<file path="src/rtl/i2c_reg_master.sv">
// rtl/i2c_reg_master.sv - I2C register read/write master for PCA9555-class expanders
module i2c_reg_master #(
    parameter int CLK_DIV = 125
) (
    input  logic       clk,
    input  logic       rst_l,
    input  logic       req,
    input  logic       rnw,
    input  logic [6:0] dev_addr,
    input  logic [7:0] reg_addr,
    input  logic [7:0] wr_data,
    output logic       busy,
    output logic       done,
    output logic       ack_err,
    output logic [7:0] rd_data,
    input  logic       scl_i,
    input  logic       sda_i,
    output logic       scl_oe,
    output logic       sda_oe
);

    localparam int CW = (CLK_DIV > 1) ? $clog2(CLK_DIV) : 1;
    localparam logic [CW-1:0] CNT_MAX = CW'(CLK_DIV - 1);

    typedef enum logic [3:0] {
        IDLE, START, ADDR_W, ACK1, REG, ACK2, WDATA, ACK3,
        RSTART, ADDR_R, ACK4, RDATA, MNACK, STOP
    } state_t;

    state_t        state, state_nxt;
    logic [1:0]    phase;
    logic [2:0]    bit_idx;
    logic [CW-1:0] cnt;
    logic [1:0]    scl_sync, sda_sync, scl_oe_d;
    logic          rnw_q;
    logic [6:0]    dev_q;
    logic [7:0]    reg_q, wr_q, rx_shift, tx_byte;
    logic          scl_s, sda_s, stretch, tick, is_ack;

    assign scl_s  = scl_sync[1];
    assign sda_s  = sda_sync[1];
    assign busy   = (state != IDLE);
    assign is_ack = state inside {ACK1, ACK2, ACK3, ACK4};

    // Only treat SCL as held low once our own release has had time to cross the synchronizer.
    assign stretch = (phase == 2'd1 || phase == 2'd2) && !scl_oe && !scl_oe_d[1] && !scl_s;
    assign tick    = busy && !stretch && (cnt == CNT_MAX);

    always_comb begin
        tx_byte = 8'h00;
        case (state)
            ADDR_W:  tx_byte = {dev_q, 1'b0};
            REG:     tx_byte = reg_q;
            WDATA:   tx_byte = wr_q;
            ADDR_R:  tx_byte = {dev_q, 1'b1};
            default: tx_byte = 8'h00;
        endcase
    end

    always_comb begin
        scl_oe = 1'b0;
        sda_oe = 1'b0;
        case (state)
            IDLE: begin
                scl_oe = 1'b0;
                sda_oe = 1'b0;
            end
            START: begin
                scl_oe = (phase == 2'd3);
                sda_oe = (phase >= 2'd2);
            end
            RSTART: begin
                scl_oe = (phase == 2'd0) || (phase == 2'd3);
                sda_oe = (phase >= 2'd2);
            end
            STOP: begin
                scl_oe = (phase == 2'd0);
                sda_oe = (phase <= 2'd1);
            end
            ADDR_W, REG, WDATA, ADDR_R: begin
                scl_oe = (phase == 2'd0) || (phase == 2'd3);
                sda_oe = ~tx_byte[bit_idx];
            end
            default: begin
                scl_oe = (phase == 2'd0) || (phase == 2'd3);
                sda_oe = 1'b0;
            end
        endcase
    end

    always_comb begin
        state_nxt = state;
        case (state)
            IDLE: if (req) state_nxt = START;
            default: begin
                if (tick && phase == 2'd3) begin
                    case (state)
                        START:   state_nxt = ADDR_W;
                        ADDR_W:  if (bit_idx == 3'd0) state_nxt = ACK1;
                        ACK1:    state_nxt = ack_err ? STOP : REG;
                        REG:     if (bit_idx == 3'd0) state_nxt = ACK2;
                        ACK2:    state_nxt = ack_err ? STOP : (rnw_q ? RSTART : WDATA);
                        WDATA:   if (bit_idx == 3'd0) state_nxt = ACK3;
                        ACK3:    state_nxt = STOP;
                        RSTART:  state_nxt = ADDR_R;
                        ADDR_R:  if (bit_idx == 3'd0) state_nxt = ACK4;
                        ACK4:    state_nxt = ack_err ? STOP : RDATA;
                        RDATA:   if (bit_idx == 3'd0) state_nxt = MNACK;
                        MNACK:   state_nxt = STOP;
                        STOP:    state_nxt = IDLE;
                        default: state_nxt = IDLE;
                    endcase
                end
            end
        endcase
    end

    always_ff @(posedge clk or negedge rst_l) begin
        if (!rst_l) begin
            state <= IDLE;
        end else begin
            state <= state_nxt;
        end
    end

    always_ff @(posedge clk or negedge rst_l) begin
        if (!rst_l) begin
            phase    <= 2'd0;
            bit_idx  <= 3'd7;
            cnt      <= '0;
            scl_sync <= 2'b11;
            sda_sync <= 2'b11;
            scl_oe_d <= 2'b00;
            rnw_q    <= 1'b0;
            dev_q    <= 7'h00;
            reg_q    <= 8'h00;
            wr_q     <= 8'h00;
            rx_shift <= 8'h00;
            ack_err  <= 1'b0;
            rd_data  <= 8'h00;
            done     <= 1'b0;
        end else begin
            scl_sync <= {scl_sync[0], scl_i};
            sda_sync <= {sda_sync[0], sda_i};
            scl_oe_d <= {scl_oe_d[0], scl_oe};
            done     <= 1'b0;
            if (state == IDLE) begin
                cnt     <= '0;
                phase   <= 2'd0;
                bit_idx <= 3'd7;
                if (req) begin
                    rnw_q   <= rnw;
                    dev_q   <= dev_addr;
                    reg_q   <= reg_addr;
                    wr_q    <= wr_data;
                    ack_err <= 1'b0;
                end
            end else begin
                if (!stretch) cnt <= (cnt == CNT_MAX) ? '0 : cnt + 1'b1;
                if (tick) begin
                    phase <= phase + 2'd1;
                    if (phase == 2'd2) begin
                        if (is_ack && sda_s) ack_err <= 1'b1;
                        if (state == RDATA) rx_shift <= {rx_shift[6:0], sda_s};
                    end
                    if (phase == 2'd3) begin
                        bit_idx <= (state_nxt != state) ? 3'd7 : bit_idx - 3'd1;
                        if (state == RDATA && state_nxt == MNACK && rnw_q && !ack_err)
                            rd_data <= rx_shift;
                        if (state == STOP) done <= 1'b1;
                    end
                end
            end
        end
    end

endmodule

</file>
<file path="config.mk">
export PLATFORM = sky130hd
export DESIGN_NAME = i2c_reg_master
export DESIGN_NICKNAME = d
export VERILOG_FILES = /design/src/rtl/i2c_reg_master.sv
export SDC_FILE = /design/constraint.sdc
export NUM_CORES = 1
export LEC_CHECK = 0
export ABC_CLOCK_PERIOD_IN_PS = 6400
export CORE_ASPECT_RATIO = 1.5
export CORE_MARGIN = 4
export CORE_UTILIZATION = 50
export CTS_CLUSTER_SIZE = 40
export DETAILED_ROUTE_END_ITERATION = 7
export PLACE_DENSITY = 0.82
export SLEW_MARGIN = 20
export SYNTH_ARGS = -nofsm -noshare
export SYNTH_HDL_FRONTEND = slang
export SYNTH_SLANG_ARGS = --single-unit
</file>
<file path="constraint.sdc">
create_clock -name clk -period 6.4 [get_ports clk]
set_input_delay 1.28 -clock clk [delete_from_list [all_inputs] [get_ports clk]]
set_output_delay 1.28 -clock clk [all_outputs]
set_load 0.005 [all_outputs]
</file>
==> results.md <==
- # fillers: 515
- Critical R2R Launch: state[1]
- CTS Hold Bufs: 0
- Site Rows: 36
- Pin count of the biggest net entering global routing: 65
- DP Worst Slack: 2232 ps
- CTS buffer count: 9
- Setup-failing EPs final: 0
- Vias per cell: ~6
- CP cell instances: nand2_1, o32ai_1, a221oi_1, a211oi_1, o41ai_1, clkdlybuf4s50_1
- Area contributors post-synth: dfrtp_1, mux2_2, dfstp_2
- Gp weighted congestion: 0.9058
- Crit-path leading delay family: compound AO/OA/AOI/OAI gates
- Nets: 374
- Starting Density: 0.5146
- Hold Slack: ~350 ps
- Synth top area share: 0.4244
- Setup Buffers After CTS: 0
- CP max stage cell: dfrtp_1
- Avg WL per Cell: 16.69 um
- Syn Area/Cell: around 11 sq um
- Wire length of the first global-routing pass: approximately 12000 um
- Critical path arrival: 3350 ps
- Max Root-Sink Buffers: 2
- CTS tree: done
- Initial antenna violation count: 0
- Max FO, Critical Path: 30
- Pleak: 1.846 nW
- Comb power frac: 0.029
- Post-DP HPWL: approximately 5000 um
- I/O Buffers: 41
- DP Area: 3787 sq um
- Total GRT Usage: 0.1901
- P_int: between 600 and 700 uW
- Most common cell after layout, fill and taps aside: dfrtp_1
- Slew HR: 0.3451
- Setup Total Neg Slack: 0 ps
- Sequential fraction of the synthesis area: 0.4792
- Crit start category: register
- Root buf cell: clkbuf_8
- Most used DFF post-synth: dfrtp_1
- Sw frac: 0.2033
- Post-layout min period: 4628 ps
- Pwr Density: 203.8 nW/um^2
- GR Overflow Total: 0
- Total power: between 800 and 900 uW
- Max VDD drop: approximately 150 uV
- 1st-iter DRT viols: between 100 and 150
- Core area: 6531 sq um
- Clock share of power: 0.473
- Status: finished, final reports clean
- Number of synthesized flops with an enable pin: 0
- Layout cells sized above 1: 0.2515
- Layout Skew: about 12 ps
- Reg power frac: 0.497
- Tightest Hold Check Type: reg2reg
- Post_cts resized: 0
- CP startpoint: state[1]
- Area growth syn-to-layout: 19.55%
- Worst Path Buf+Inv: 1
- Hold path start: scl_oe_d[0]
- Vias: 2445
- Period utilization: 0.7232
- Cell Area, Synth: 3361 sq um
- Worst-path clk slew: 70 ps
- Ports: 42
- Final instance area: 4018 sq um
- Crit path kind: reg2out
- Final Hold Fails: 0
- Worst-margin pin slew: about 1000 ps
- WL final: between 6000 and 7000 um
- Cells after Synth: 298
- Drc violations: 0
- Synth area leader: dfrtp_1
- Worst setup margin: between 1500 and 2000 ps
- Sw power: between 150 and 200 uW
- RSZ-0062 raised after global routing: false
- Vias in the first global route: 2395
- Yosys reg bits: 64
- H-tree depth: 3
- Die Wd: 74.94 um
- DRT Pass-1 Iters: 4
- Die Y: 108.4 um
- Final ANT Viol Nets: 0
- Full die area: 8124 sq um
- Crit path capture type: primary output
- Final Max Slew Viols: 0
- Async set-or-reset flop fraction in the synthesized netlist: 1.000
- Fmax: 0.2161 GHz
- Clock tree sinks: 64
- Synth unique cells: 58
- Clk_lat worst skew: between 300 and 400 ps
- Syn nets: 335
- Max-Cap Viols: 0
- Max incr delay on CP: around 990 ps
- Most frequent cells in the layout: dfrtp_1, clkdlybuf4s50_1, mux2_2
- Worst Path Required: 5120 ps
- # diodes: 0
- Ys Warns: 0
## layer usage
metal | vias to the layer above | wire length (um) | GRT usage
met1 | 1182 | 2607 | 0.2034
met3 | 28 | 232 | 0.03814
li1 | 1162 | - | -
met4 | 0 | 294 | 0.1145
met5 | - | 0 | 0
met2 | 73 | 3843 | 0.3323
## flip-flops by register name (all words and copies together) (netlist names)
signal    count
scl_sync      2
done          1
cnt           7
rnw_q         1
phase         2
bit_idx       3
reg_q         8
dev_q         7
scl_oe_d      2
ack_err       1
rx_shift      8
state         4
sda_sync      2
rd_data       8
wr_q          8
## power by group through the flow
| stage | clock network [mW] | registers, mW | logic [mW] |
|---|---|---|---|
| after floorplan | 0 | 0.415 | 0.000194 |
| after detailed placement | 0 | 0.415 | 0.0249 |
| after CTS | 0.398 | 0.407 | 0.0249 |
| after global placement | 0 | 0.415 | 0.0247 |
| final | 0.388 | 0.407 | 0.0241 |
| after global routing | 0.419 | 0.407 | 0.0269 |
## final cells by class
cell class / instances / area (sq um) / share of cell area
clock buffer: 10 / 137.6 / 0.03426
clock inverter: 6 / 92.59 / 0.02305
inverter: 11 / 41.29 / 0.01028
multi-input combinational: 208 / 1620 / 0.4033
sequential: 64 / 1610 / 0.4008
tap: 76 / 95.09 / 0.02367
timing repair buffer: 43 / 420.4 / 0.1046
## stage by stage
stage               instances  utilization
finish                    418       0.6151
global route              418       0.6151
CTS                       418       0.6151
detailed placement        402       0.5799
global placement          402       0.5799
floorplan                 298            -
## cells by family after synthesis
logic type                 after synthesis  synth area share
and+or+nand+nor                         85            0.1545
DFF                                     64            0.4792
AOI/OAI and AO/OA                       63            0.1184
muxes                                   50            0.1742
buffers and inverters                   26           0.03872
adders and majority gates                8           0.02979
xor gates and xnor gates                 2          0.005213
## Yosys cell counts (3+ instances only)
library cell,instances
dfrtp_1,57
mux2_2,36
o21ai_0,24
nand2_1,21
nor2_1,18
a21oi_1,14
inv_1,10
nand3_1,9
ha_1,8
mux2_4,8
dfstp_2,7
mux2i_1,6
clkbuf_1,5
a221oi_1,4
buf_2,4
nor3_1,4
a31oi_1,3
buf_4,3
nand3b_1,3
nor2b_1,3
nor4_1,3
o41ai_1,3
## worst paths after layout
kind                                     to  slack, ps  cells past startpoint
worst max-delay path                 sda_oe       1770                      6
worst min-delay path            scl_oe_d[1]        350                      0
worst max register to register   rd_data[7]       3800                      4
worst min register to register  scl_oe_d[1]        350                      0
max in group asynchronous          state[3]       4770                      2
min in group asynchronous          reg_q[6]       1080                      2
No activity file was read; power rests on OpenSTA's default activity.
